## src/rtl/instr_fetch_unit.sv

```systemverilog
`timescale 1ns/1ps
// -----------------------------------------------------------------------------
// instr_fetch_unit
//
// Fetches one instruction at a time from instruction memory and holds it for
// the decode stage. The sequence is FETCH (one-cycle request), then WAIT (for
// the read ack), then HOLD (until decode takes the word). The next PC is
// either the sequential PC+4 or a word-aligned branch target.
// If the ack does not arrive within TIMEOUT wait cycles, the request is
// reissued at the same address and imem_timeout pulses for one cycle.
//
// Ports
//   clk          in   clock; all state changes on the rising edge
//   rst          in   synchronous, active-high reset
//   imem_req     out  read request (high for the single FETCH cycle)
//   imem_addr    out  [31:0] read address (= PC)
//   imem_ack     in   read data valid (only looked at in WAIT)
//   imem_rdata   in   [31:0] instruction word from memory
//   PCSrc        in   take the branch (sampled when decode consumes)
//   PCTarget     in   [31:0] branch/jump target
//   dec_ready    in   decode consumes the held instruction
//   instr_valid  out  Instr/op/funct fields are valid
//   Instr        out  [31:0] registered instruction word
//   op           out  [6:0]  Instr[6:0]
//   funct3       out  [2:0]  Instr[14:12]
//   funct7       out  Instr[30]
//   PC           out  [31:0] address of Instr
//   PCPlus4      out  [31:0] PC + 4 (wraps modulo 2^32)
//   imem_timeout out  one-cycle pulse in the cycle of a reissued request
// -----------------------------------------------------------------------------
module instr_fetch_unit #(
    parameter logic [31:0] RESET_PC = 32'h0000_0000,
    parameter logic [7:0]  TIMEOUT  = 8'd255
) (
    input  logic        clk,
    input  logic        rst,
    output logic        imem_req,
    output logic [31:0] imem_addr,
    input  logic        imem_ack,
    input  logic [31:0] imem_rdata,
    input  logic        PCSrc,
    input  logic [31:0] PCTarget,
    input  logic        dec_ready,
    output logic        instr_valid,
    output logic [31:0] Instr,
    output logic [6:0]  op,
    output logic [2:0]  funct3,
    output logic        funct7,
    output logic [31:0] PC,
    output logic [31:0] PCPlus4,
    output logic        imem_timeout
);

    localparam logic [31:0] NOP = 32'h0000_0013;

    // PEND is the fetch-pending state that reset parks in, so the request
    // stays low while rst is held and the first FETCH follows deassertion.
    typedef enum logic [1:0] {
        PEND  = 2'd0,
        FETCH = 2'd1,
        WAIT  = 2'd2,
        HOLD  = 2'd3
    } state_t;

    state_t      state_reg, state_next;
    logic [31:0] pc_reg, pc_next;
    logic [31:0] instr_reg, instr_next;
    logic [7:0]  cnt_reg, cnt_next;
    logic        timeout_reg, timeout_next;
    logic [31:0] pc_plus4;

    // Target low bits are dropped: fetch addresses are always word aligned.
    logic unused_target_bits;
    assign unused_target_bits = &{1'b0, PCTarget[1:0]};

    assign pc_plus4 = pc_reg + 32'd4;

    always_ff @(posedge clk) begin
        if (rst) begin
            state_reg   <= PEND;
            pc_reg      <= RESET_PC;
            instr_reg   <= NOP;
            cnt_reg     <= 8'd0;
            timeout_reg <= 1'b0;
        end else begin
            state_reg   <= state_next;
            pc_reg      <= pc_next;
            instr_reg   <= instr_next;
            cnt_reg     <= cnt_next;
            timeout_reg <= timeout_next;
        end
    end

    always_comb begin
        state_next   = state_reg;
        pc_next      = pc_reg;
        instr_next   = instr_reg;
        cnt_next     = cnt_reg;
        timeout_next = 1'b0;
        case (state_reg)
            PEND: begin
                state_next = FETCH;
                cnt_next   = 8'd0;
            end
            FETCH: begin
                // The counter holds the number of the current WAIT cycle, so
                // it starts at 1 on entry and equals TIMEOUT in the last one.
                state_next = WAIT;
                cnt_next   = 8'd1;
            end
            WAIT: begin
                // Ack is checked first so that an ack on the final wait
                // cycle wins over the reissue.
                if (imem_ack) begin
                    instr_next = imem_rdata;
                    state_next = HOLD;
                    cnt_next   = 8'd0;
                end else if (cnt_reg == TIMEOUT) begin
                    state_next   = FETCH;
                    cnt_next     = 8'd0;
                    timeout_next = 1'b1;
                end else begin
                    cnt_next = cnt_reg + 8'd1;
                end
            end
            HOLD: begin
                if (dec_ready) begin
                    pc_next    = PCSrc ? {PCTarget[31:2], 2'b00} : pc_plus4;
                    state_next = FETCH;
                end
            end
            default: begin
                state_next = PEND;
            end
        endcase
    end

    // Control outputs come straight from registers: no input reaches them
    // combinationally.
    assign imem_req     = (state_reg == FETCH);
    assign instr_valid  = (state_reg == HOLD);
    assign imem_timeout = timeout_reg;
    assign imem_addr    = pc_reg;
    assign PC           = pc_reg;
    assign PCPlus4      = pc_plus4;
    assign Instr        = instr_reg;
    assign op           = instr_reg[6:0];
    assign funct3       = instr_reg[14:12];
    assign funct7       = instr_reg[30];

endmodule

```

## config.mk

```make
export PLATFORM = sky130hd
export DESIGN_NAME = instr_fetch_unit
export DESIGN_NICKNAME = d
export VERILOG_FILES = /design/src/rtl/instr_fetch_unit.sv
export SDC_FILE = /design/constraint.sdc
export NUM_CORES = 1
export LEC_CHECK = 0
export BUFFER_PORTS_ARGS = -buffer_cell sky130_fd_sc_hd__buf_2
export CORE_MARGIN = 10
export CORE_UTILIZATION = 43
export DETAILED_ROUTE_END_ITERATION = 6
export GPL_TIMING_DRIVEN = 0
export PLACE_DENSITY_LB_ADDON = 0.05
export RECOVER_POWER = 50
export SYNTH_ARGS = -nofsm -noshare
export SYNTH_HDL_FRONTEND = slang
export SYNTH_SLANG_ARGS = --single-unit
```

## constraint.sdc

```tcl
create_clock -name clk -period 1.67 [get_ports clk]
set_input_delay 0.2505 -clock clk [delete_from_list [all_inputs] [get_ports clk]]
set_output_delay 0.2505 -clock clk [all_outputs]
set_load 0.01 [all_outputs]
```

After elaboration in Yosys (flattened, before gate mapping):

Index checks and enable logic that the tools add are counted.

* word-level logic and storage cells: 29
* bits in registers: 75
* output and inout bits: 142
* bits of input ports: 69

* bitwise logic cells: 1
* multiplexer cells: 9
* reductions and logical operators: 6
* eq/ne operators: 6
* add/sub/neg operators: 2

Operator list (number)
* $add 32x3->32 const B: 1
* $mux 32: 1
* $pmux 8 s3: 1
* $mux 8: 2
* $add 8x1->8 const B: 1
* $eq 8x8->1 const B: 1
* $pmux 2 s4: 1
* $mux 2: 3
* $reduce_and 2->1: 3
* $eq 2x2->1 const B: 2
* $ne 3x3->1 const B: 1
* $reduce_bool 3->1: 1
* $reduce_or 3->1: 1
* $eq 2x1->1 const B: 1
* $logic_not 2->1: 1
* $ne 2x2->1 const B: 1
* $mux 1: 1
* $not 1->1: 1

Longest topological paths before layout:

Gate-level depths: netlist of run 1.

* depth after elaboration: 4
* depth in mapped cells: 8
* mapped depth without buffers: 6

Worst setup path before layout of run 1:

OpenSTA, ideal clock, no wires.

* path kind: register to output
* start: register pc_reg[2], in the netlist PC[2]
* end: output port PCPlus4[26]
* data required time: 1.419 ns
* setup slack: -0.335 ns
* stages on the path, launching flop included: 7
* arrival time: 1.755 ns
* cells stage by stage: dfxtp_1 -> ha_1 -> nand3_1 -> nor2_1 -> buf_4 -> nand4_1 -> xnor2_1

* word-level cells in the longest chain between the ends: 1

Ends and longest elaborated chain
* start, declared: RTL line 66 `logic [31:0] pc_reg, pc_next;`
* start signal, assigned: RTL line 87 `pc_reg <= pc_next;`
* $add 32x3->32: RTL line 76 `assign pc_plus4 = pc_reg + 32'd4;`
* end, declared: RTL line 50 `output logic [31:0] PCPlus4,`

Every way passes these cells.

Worst setup path in the final report of run 1:

* start: register pc_reg[13], in the netlist PC[13]
* end: output port PCPlus4[27]

Same word-level chain as after synthesis.

==> results of run 1 <==
worst max path at each step:
| stage | end | depth (start not counted) | slack [ns] | start |
|---|---|---|---|---|
| finish | PCPlus4[27] | 8 | -0.61 | PC[13] |
| global route | PCPlus4[29] | 8 | -0.67 | PC[13] |
| CTS | PCPlus4[23] | 7 | -0.57 | PC[10] |
| detailed placement | PCPlus4[26] | 7 | -0.64 | PC[9] |
| global placement | PCPlus4[26] | 7 | -0.61 | PC[9] |
| floorplan | PCPlus4[26] | 6 | -0.21 | PC[9] |
metrics by stage:
| stage | total power [mW] | hold WS (ns) |
|---|---|---|
| 2_1_floorplan | 2.11 | 0.375 |
| 3_3_place_gp | 2.32 | 0.439 |
| 3_5_place_dp | 2.33 | 0.446 |
| 4_1_cts | 3.85 | 0.0903 |
| 5_1_grt | 4.02 | 0.100 |
| 6_report | 3.88 | 0.100 |
synthesized netlist by cell type (4+ instances only):
library cell  count
a21oi_1          52
a311o_1           5
a31oi_1          16
a41oi_1           4
and2_1            7
and3_1           15
and4_1            8
buf_1             8
buf_2            11
buf_4            54
clkbuf_1         21
dfxtp_1          73
ha_1              7
inv_1            13
mux2i_1           4
nand2_1          97
nand3_1          34
nand4_1          18
nor2_1           29
nor3_1           10
nor3b_1           4
nor4_1            5
o21ai_0           7
o311ai_0          5
or4_1             4
xnor2_1          24
xor2_1            8
power by group:
group	internal (mW)	leakage [nW]	switching, mW
Sequential	1.75	0.608	0.0365
Combinational	0.259	2.72	0.301
Clock	0.784	0.110	0.748
Total	2.79	3.44	1.08
layer usage:
metal,vias up,global-route usage
li1,2644,-
met1,2631,0.277
met2,319,0.377
met3,58,0.0710
met4,0,0.0793
met5,-,0
layout by cell type (no fill, tap or decap), types with 6 or more instances in the layout:
master / netlist / layout
o21ai_0: 7 / 6
nor2_1: 29 / 23
buf_4: 54 / 104
inv_1: 13 / 13
clkbuf_1: 21 / 40
xnor2_2: 0 / 14
dfxtp_2: 0 / 11
nor3_1: 10 / 7
clkbuf_8: 0 / 11
a31oi_1: 16 / 16
and3_1: 15 / 14
and2_1: 7 / 6
nand2_1: 97 / 91
conb_1: 1 / 6
buf_2: 11 / 168
xor2_1: 8 / 7
nand3_1: 34 / 29
and4_1: 8 / 7
nand4_1: 18 / 18
a21oi_1: 52 / 51
dfxtp_1: 73 / 45
dfxtp_4: 0 / 17
buf_6: 2 / 31
clkbuf_2: 1 / 7
xnor2_1: 24 / 8
kinds of logic (layout without fill, tap and decap cells):
group / Yosys count / count (layout) / synth area share
compound gates: 120 / 120 / 0.169
simple gates: 252 / 252 / 0.281
flops: 73 / 73 / 0.316
fa+ha+maj: 7 / 7 / 0.0189
buf+inv: 111 / 392 / 0.140
xor+xnor: 32 / 32 / 0.0606
mux: 6 / 6 / 0.0135
other cells: 1 / 6 / 0.000811
timing repair:
item	CTS	global route
endpoints found under the setup margin	86	84
buffers inserted	52	28
pin swaps	44	39
gates resized for setup	105	66
layout make-up:
class                   count  area, sq um  share of cell area
repair buffers            278         1650               0.224
clock inverters             5         61.3             0.00836
flip-flops and latches     73         1540               0.210
multi-input cells         423         3090               0.422
well taps                 136          170              0.0232
inverters                  14         52.6             0.00717
clock buffers              11          151              0.0207
plain buffers              84          616              0.0840
tightest hold or removal path: stages:
cell     delay [ns]
buf_2          0.07
nand2_1        0.04
nand3_1        0.06
==> impl_results.md, run 1 <==
* Clock latency on the worst-skew pair at 0.36 ns
* Achievable Freq at 439 MHz
* Pwr per Cell Area at roughly 530 nW/um^2
* CP endpoint kind: output port
* WHS Endpoint: Instr[4]
* Initial antenna violation count at 1
* Initial DRC Count at 543
* Number of flops mapped to enable cells by yosys at 0
* HPWL Detailed at 13.6 mm
* Skew final at 0.00955 ns
* Sequential-to-total area share from yosys stat at 0.316
* DRT Wirelength at slightly below 20 mm
* Critical path's slowest cell: dfxtp_2
* First-pass GRT wire length at 28.0 mm
* Avg Cell Area, Syn at approximately 7.7 sq um
* Pins Over Slew Limit at 0
* Post-CTS Hold Buffers at 0
* Critical Path RT at 1.42 ns
* CP Class: reg2out
* YS warnings at 0
* Drt first pass iters at 5
* Crit path max fanout at 7
* Worst-path cell chain: buf_6 > and4_1 > buf_6 > and4_4 > buf_8 > nand3_2 > xnor2_2 > buf_2
* PnR worst setup slack at -0.608 ns
* Hold Crit Class: in2reg
* Post-route antenna net violation count at 0
* Clk sinks at 73
* MaxCap Viol Count at 0
* RePlAce Congestion at 0.926
* Failing checks: negative setup slack
* Async SR Flop Fraction at 0
* GRT Total Usage at 0.229
* Wire length on met3 at roughly 2.1 mm
* Placed cell area at 6040 sq um
* Flops & latches, synth at 73
* Minimum clock period at around 2.3 ns
* Least-Margin Pin Slew at 0.786 ns
* Post-synth top area share at 0.316
* RSZ-0062 raised after global routing: yes
* Root buf cell: clkbuf_8
* Period utilisation layout at 1.36
* DRC Markers at 0
* Ports at 211
* Via count at 5652
* Row count at 37
* CP delay by family, top: simple AND/OR/NAND/NOR gates
* CTS buffer count at 9
* Layout Utilization at 0.704
* Ys flop type: dfxtp_1
* Die Y at ~120 microns
* M1 WL at 7.54 mm
* WL/cell at 19.1 microns
* Finished Layout Cells at 1024
* Vias per cell at roughly 5.5
* Gr ovfl total at 0
* R2r endpoint: PC[17]
* Die span in x at 124 microns
* Max IR drop VDD at between 0.6 and 0.7 mV
* # diodes at 0
* Met2 WL at between 9 and 10 mm
* Synth unique cells at 63
* DP Cell Count at ~950
* Slew HR at 0.476
* Startpoint Class: flip-flop
* Bufs and invs on worst path at 4
* Largest cells by area after synthesis: dfxtp_1, buf_4, nand2_1, a21oi_1, xnor2_1
* Die ar. at 15300 sq um
* Pre-CTS setup slack at -0.637 ns
* Initial Util at 0.444
* Clk buf depth at 2
* Largest net degree at the start of global routing at 14
* Layout cells sized above 1 at 0.493
* Critical path's largest stage delay at ~0.35 ns
* Highest routed layer: met4
* Post-Syn Area at 4620 sq um
* Leak Pwr at 3.44 nW
* CTS tree: yes
* P&R area growth vs syn at 58.6%
* Hold Startpoint: imem_rdata[4]
* Fill cells at just under 900
* Vias in the first global route at 5335
* Setup TNS at -13.08 ns
* Final Setup Violations at 43
* Area leader, netlist: dfxtp_1
* Final Hold Fails at 0
* FF-to-FF Start: PC[2]
* Reg2reg setup slack at -0.21 ns
* Final nets at 959
* Status: complete, but fails checks
* H-tree depth reported by CTS at 3
* Data arrival time of the critical path at 2.03 ns
* Clock slew at reported path FFs at 0.09 ns
* Syn Inst Count at 602
* Post-route cell area at ~7300 sq um
* Max reg flops at 32
* R2R depth at 8
* Cell repeated most along the worst path: buf_6
* Port Buffers at 202
* Core Area at between 10000 and 15000 sq um
* Min-Delay Path Depth at 3
No activity file was read; power rests on OpenSTA's default activity.
==> run 2, diff against run 1 <==
Settings changed: ABC_AREA set to 1, CORE_UTILIZATION 43 to 42, REMOVE_ABC_BUFFERS set to 1.
==> run 2 against run 1 <==
Net effect:
- the flow still finishes with violations (negative setup slack)
- sequential power up 4%
- global-route usage down 4.3 points
- via count down 21%
- die area down 5.5%
- clock skew up 0.0019 ns
- critical path depth unchanged
- sequential cell count unchanged
- wire length down 27%
- setup slack better by 0.33 ns
- worst hold slack worse by 0.011 ns
- cell area down 22%
- critical path type unchanged
- largest cell class unchanged
- largest power group unchanged
==> impl_results.md, run 2 <==
* Status: complete, but fails checks
* Failing checks: negative setup slack
* Final nets at 869
* CTS buffer count at 9
* Largest net degree at the start of global routing at 65
* Fill cells at 968
* Crit path max fanout at 4
* Post-route antenna net violation count at 0
* Die ar. at 14400 sq um
* Via count at 4478
* Post-synth top area share at 0.347
* RePlAce Congestion at 0.882
* Core Area at between 9000 and 10000 sq um
* Clk buf depth at 2
* Total internal power at 2.75 mW
* Post-Syn Area at 4220 sq um
* First-pass GRT wire length at 22.3 mm
* Synth unique cells at 31
* Number of flops mapped to enable cells by yosys at 0
* Die Y at 120 microns
* Area leader, netlist: dfxtp_1
* Data arrival time of the critical path at 1.70 ns
* RSZ-0062 raised after global routing: yes
* Flops & latches, synth at 73
* Slew HR at 0.463
* Achievable Freq at ~510 MHz
* Psw at ~1.2 mW
* Root buf cell: clkbuf_8
* Row count at 36
* Clock power share at 0.380
* Flop pwr share at 0.467
* Skew final at 0.0115 ns
* Least-Margin Pin Slew at 0.805 ns
* # diodes at 0
* CTS tree: yes
* Final Setup Violations at 26
* HPWL Detailed at 9.90 mm
* Drt first pass iters at 4
* Top cells by count, synth: nand2_1, nor2_1, dfxtp_1, a21oi_1, o21ai_0
* R2R depth at 11
* Logic pwr share at 0.152
* Final Hold Fails at 0
* Clk sinks at 73
* Initial antenna violation count at 0
* Largest cells by area after synthesis: dfxtp_1, nand2_1, nor2_1, buf_4, a21oi_1
* Leak Pwr at 2.57 nW
* Crit path to: PCPlus4[20]
* Vias in the first global route at 4457
* Clock latency on the worst-skew pair at 0.36 ns
* Hold Crit Class: in2reg
* Syn Inst Count at 612
* CP endpoint kind: output port
* Critical Path RT at 1.42 ns
* Switching Share at 0.308
* Minimum clock period at 1.95 ns
* Ports at 211
* Sequential-to-total area share from yosys stat at 0.347
* P&R area growth vs syn at 35.5%
* Avg Cell Area, Syn at a little under 7 sq um
* Hold WS at 0.0890 ns
* MaxCap Viol Count at 0
* Async SR Flop Fraction at 0
* PnR worst setup slack at -0.279 ns
* DRT Wirelength at roughly 14 mm
* Ys flop type: dfxtp_1
* Vias per cell at 4.81
* Layout cells sized above 1 at 0.372
* Initial Util at 0.431
* R2r endpoint: PC[30]
* Pwr per Cell Area at between 600 and 700 nW/um^2
* Most common cell after layout, fill and taps aside: buf_2
* Initial DRC Count at 175
* Pins Over Slew Limit at 0
* FF-to-FF Start: PC[2]
* WL/cell at 15.4 microns
* Setup TNS at -5.46 ns
* Port Buffers at between 200 and 250
* Commonest non-fill, non-tap cells in the layout: buf_2, nand2_1, nor2_1, a21oi_1, o21ai_0
* Most instantiated library cell after synthesis: nand2_1
* Max reg flops at 32
* Startpoint Class: flip-flop
* GRT Total Usage at 0.186
* Clock slew at reported path FFs at 0.09 ns
* Post-CTS Hold Buffers at 0
* YS warnings at 0
* H-tree depth reported by CTS at 3
* DRC Markers at 0
* Final Total Pwr at ~4 mW
* Crit. Startpoint: PC[2]
* Reg2reg setup slack at 0.13 ns
* Die span in x at between 100 and 150 microns
* Gr ovfl total at 0
* CP Class: reg2out
* Period utilisation layout at 1.17
* Max IR drop VDD at 0.486 mV
-- run 2: cell count changes after synthesis, moves of 9 or more --
cell,delta
nor2_1,+69
o21ai_0,+53
nand2_1,+39
inv_1,+18
nand3_1,-18
nand4_1,-18
xnor2_1,-18
a31oi_1,-16
and3_1,-15
nor2_4,+10
nor3_1,-9
-- run 2: final cells by class --
class | instances | area, sq um | area share
Timing Repair inverter | 2 | 15.0 | 0.00263
Sequential cell | 73 | 1540 | 0.270
Multi-Input combinational cell | 441 | 2440 | 0.427
Tap cell | 133 | 166 | 0.0291
Clock buffer | 9 | 124 | 0.0217
Inverter | 32 | 133 | 0.0232
Timing Repair Buffer | 234 | 1210 | 0.212
Clock inverter | 7 | 83.8 | 0.0147
-- run 2: repair_timing --
item | 4_1_cts | 5_1_grt
setup buffers | 22 | 10
endpoints found under the setup margin | 90 | 80
cloned | 3 | 0
hold endpoints to repair | 0 | 0
pin swaps | 29 | 20
resized for setup | 80 | 35
-- run 2: critical path, stage by stage (launching register included) --
cell and delay (ns):
dfxtp_4 0.39, ha_4 0.16, nand2_4 0.05, nor2_4 0.11
nand2_2 0.08, nor2_4 0.20, nand3b_1 0.13, nand2_2 0.10
buf_6 0.11
-- run 2: cells by family (layout without fill, tap and decap cells) --
group                      count (synthesis)  in the layout  share of synthesized area
xor gates and xnor gates                  17             17                     0.0478
and+or+nand+nor                          283            284                      0.293
DFF                                       73             73                      0.347
other                                      1              6                   0.000889
adders and majority gates                  7              7                     0.0208
AOI/OAI and AO/OA                        127            127                      0.156
buffers and inverters                    104            284                      0.135
-- run 2: worst min-delay path by stage --
| stage | start | end | cells after the start |
|---|---|---|---|
| 2_1_floorplan | rst | cnt_reg[0] | 1 |
| 3_3_place_gp | imem_rdata[0] | Instr[0] | 3 |
| 3_5_place_dp | imem_ack | imem_timeout | 2 |
| 4_1_cts | imem_rdata[0] | Instr[0] | 3 |
| 5_1_grt | imem_rdata[1] | Instr[1] | 3 |
| 6_report | imem_rdata[0] | Instr[0] | 3 |
-- run 2: stage by stage --
step | util | instance area, sq um | std cells | setup WS, ns
finish | 0.585 | 5710 | 931 | -0.279
global route | 0.585 | 5710 | 931 | -0.392
CTS | 0.572 | 5590 | 921 | -0.292
detailed placement | 0.508 | 4960 | 880 | -1.28
global placement | 0.508 | 4960 | 880 | -1.23
floorplan | - | 3780 | 545 | -0.427
-- run 2: power groups by stage --
stage	clock, mW	sequential (mW)	combinational (mW)
after detailed placement	0	1.92	0.551
after CTS	1.55	1.86	0.605
final	1.51	1.86	0.605
after floorplan	0	1.95	0.229
after global placement	0	1.91	0.545
after global routing	1.62	1.87	0.678
-- run 2: routing by layer --
layer	up-vias	track usage	wire [microns]	share of wire
li1	2274	-	-	-
met4	0	0.0513	158	0.011
met1	2032	0.192	5380	0.38
met5	-	0	0	0
met3	18	0.0768	1310	0.091
met2	154	0.340	7460	0.52
==> run 3, diff against run 2 <==
==> constraint.sdc (replaced) <==
create_clock -name clk -period 1.67 [get_ports clk]
set_input_delay 0.334 -clock clk [delete_from_list [all_inputs] [get_ports clk]]
set_output_delay 0.334 -clock clk [all_outputs]
set_load 0.01 [all_outputs]
==> run 3 against run 2 <==
Net effect:
- the run still ends with negative setup slack left
- combinational power is 1% higher
- sequential share of layout area hardly changed
- clock-buffer cell count stayed put
- maximum frequency is 4.3% lower
- sequential power hardly changed
==> impl_results.md, run 3 (synthesis gave the netlist of run 2 again) <==
* Core Area at 9770 sq um
* Reg2reg setup slack at 0.13 ns
* Via count at ~4500
* Drt first pass iters at 4
* Port Buffers at a little over 200
* Commonest non-fill, non-tap cells in the layout: buf_2, nand2_1, nor2_1, a21oi_1, o21ai_0
* R2r endpoint: PC[30]
* Min-Delay Path Depth at 3
* Clock power share at 0.379
* Largest net degree at the start of global routing at 65
* Initial Util at 0.431
* Status: complete, but fails checks
* Layout Utilization at 0.588
* Hold WS at 0.173 ns
* # diodes at 0
* Final Setup Violations at 28
* Data arrival time of the critical path at roughly 1.7 ns
* Met3 usage at 0.0768
* Gr ovfl total at 0
* RePlAce Congestion at 0.882
* Hold Startpoint: imem_rdata[0]
* First-pass GRT wire length at about 22 mm
* HPWL Detailed at slightly below 10 mm
* Startpoint Class: flip-flop
* Max reg flops at 32
* Failing checks: negative setup slack
* Met1 usage at 0.192
* Layout cells sized above 1 at 0.378
* DRC Markers at 0
* Psw at 1.22 mW
* Initial antenna violation count at 0
* Final nets at 872
* Skew final at 0.00881 ns
* Initial DRC Count at 173
* Post-route antenna net violation count at 0
* GRT Total Usage at 0.186
* Crit path max fanout at 6
* Pins Over Slew Limit at 0
* FF-to-FF Start: PC[3]
* Clock slew at reported path FFs at 0.09 ns
* Crit. Startpoint: PC[10]
* WL/cell at 15.5 microns
* Period utilisation layout at 1.22
* WHS Endpoint: Instr[0]
* CP endpoint kind: output port
* Total internal power at 2.75 mW
* CP Class: reg2out
* Flop pwr share at 0.467
* Critical Path RT at ~1.3 ns
* Row count at 36
* PnR worst setup slack at -0.366 ns
* P&R area growth vs syn at 36.4%
* CTS tree: yes
* Pwr per Cell Area at ~700 nW/um^2
* Root buf cell: clkbuf_8
* Grt met2 use at 0.340
* Minimum clock period at 2.04 ns
* Vias in the first global route at 4458
* Ports at 211
* CTS buffer count at 9
* H-tree depth reported by CTS at 3
* Clock latency on the worst-skew pair at 0.36 ns
* Achievable Freq at around 490 MHz
* Switching Share at 0.307
* Clk sinks at 73
* Layer with the highest usage: met2
* DRT Wirelength at ~14 mm
* Die ar. at roughly 14000 sq um
* Hold Crit Class: in2reg
* R2R depth at 11
* Vias per cell at around 4.8
* Least-Margin Pin Slew at between 0.8 and 0.9 ns
* Die span in x at 120 microns
* RSZ-0062 raised after global routing: yes
* MaxCap Viol Count at 0
* Clk buf depth at 2
* Most common cell after layout, fill and taps aside: buf_2
* Leak Pwr at 2.59 nW
* Max IR drop VDD at 0.484 mV
* Final Hold Fails at 0
* Slew HR at 0.456
* Die Y at 120 microns
* Logic pwr share at 0.154
-- run 3: cell types whose count changed in the layout (fill, tap and decap cells not counted), sizes merged --
cell / change
buf: +2
clkinvlp: +1
-- run 3: stage by stage --
step / TNS, ns / total power [mW] / std cells / setup slack [ns] / cell area [sq um]
2_1_floorplan: -15.57 / 2.18 / 545 / -0.427 / 3780
3_3_place_gp: -69.58 / 2.46 / 880 / -1.23 / 4960
3_5_place_dp: -67.42 / 2.47 / 880 / -1.28 / 4960
4_1_cts: -8.04 / 4.02 / 921 / -0.376 / 5590
5_1_grt: -10.39 / 4.17 / 934 / -0.479 / 5750
6_report: -7.96 / 3.97 / 934 / -0.366 / 5750
-- run 3: power by group through the flow --
stage	logic (mW)	clock network [mW]	registers, mW
4_1_cts	0.605	1.55	1.86
3_5_place_dp	0.551	0	1.92
2_1_floorplan	0.229	0	1.95
5_1_grt	0.683	1.62	1.87
6_report	0.611	1.50	1.86
3_3_place_gp	0.545	0	1.91
-- run 3: repair_timing --
action	CTS	global route
cloned	3	1
setup buffers	22	12
gates resized for setup	80	39
hold buffers	0	0
endpoints found under the setup margin	91	83
pin swaps	30	22
-- run 3: cell type report --
| type | count | area, sq um |
|---|---|---|
| Fill cell | 967 | 4020 |
| Multi-Input combinational cell | 441 | 2440 |
| Sequential cell | 73 | 1550 |
| Timing Repair Buffer | 236 | 1230 |
| Tap cell | 133 | 166 |
| Inverter | 32 | 133 |
| Clock buffer | 9 | 124 |
| Clock inverter | 7 | 83.8 |
| Timing Repair inverter | 3 | 22.5 |
-- run 3: worst max-delay path, cell delays in order, from the launching register on --
cell and delay [ns]:
dfxtp_4 0.38, nand2_1 0.11, nor2_2 0.20, nand2_1 0.12, nor2_4 0.19, nand2_2 0.08, nand2_2 0.06, nand2_1 0.06
buf_2 0.14
-- run 3: worst max-delay path by stage --
stage	to	depth (start not counted)
floorplan	state_reg[1]	8
global placement	state_reg[1]	8
detailed placement	state_reg[1]	8
CTS	PCPlus4[22]	9
global route	PCPlus4[25]	8
finish	PCPlus4[24]	8
-- run 3: routing by layer --
layer	share of wire	vias to the layer above
met3	0.096	19
met2	0.51	166
met5	0	-
met1	0.38	2057
li1	-	2272
met4	0.013	0
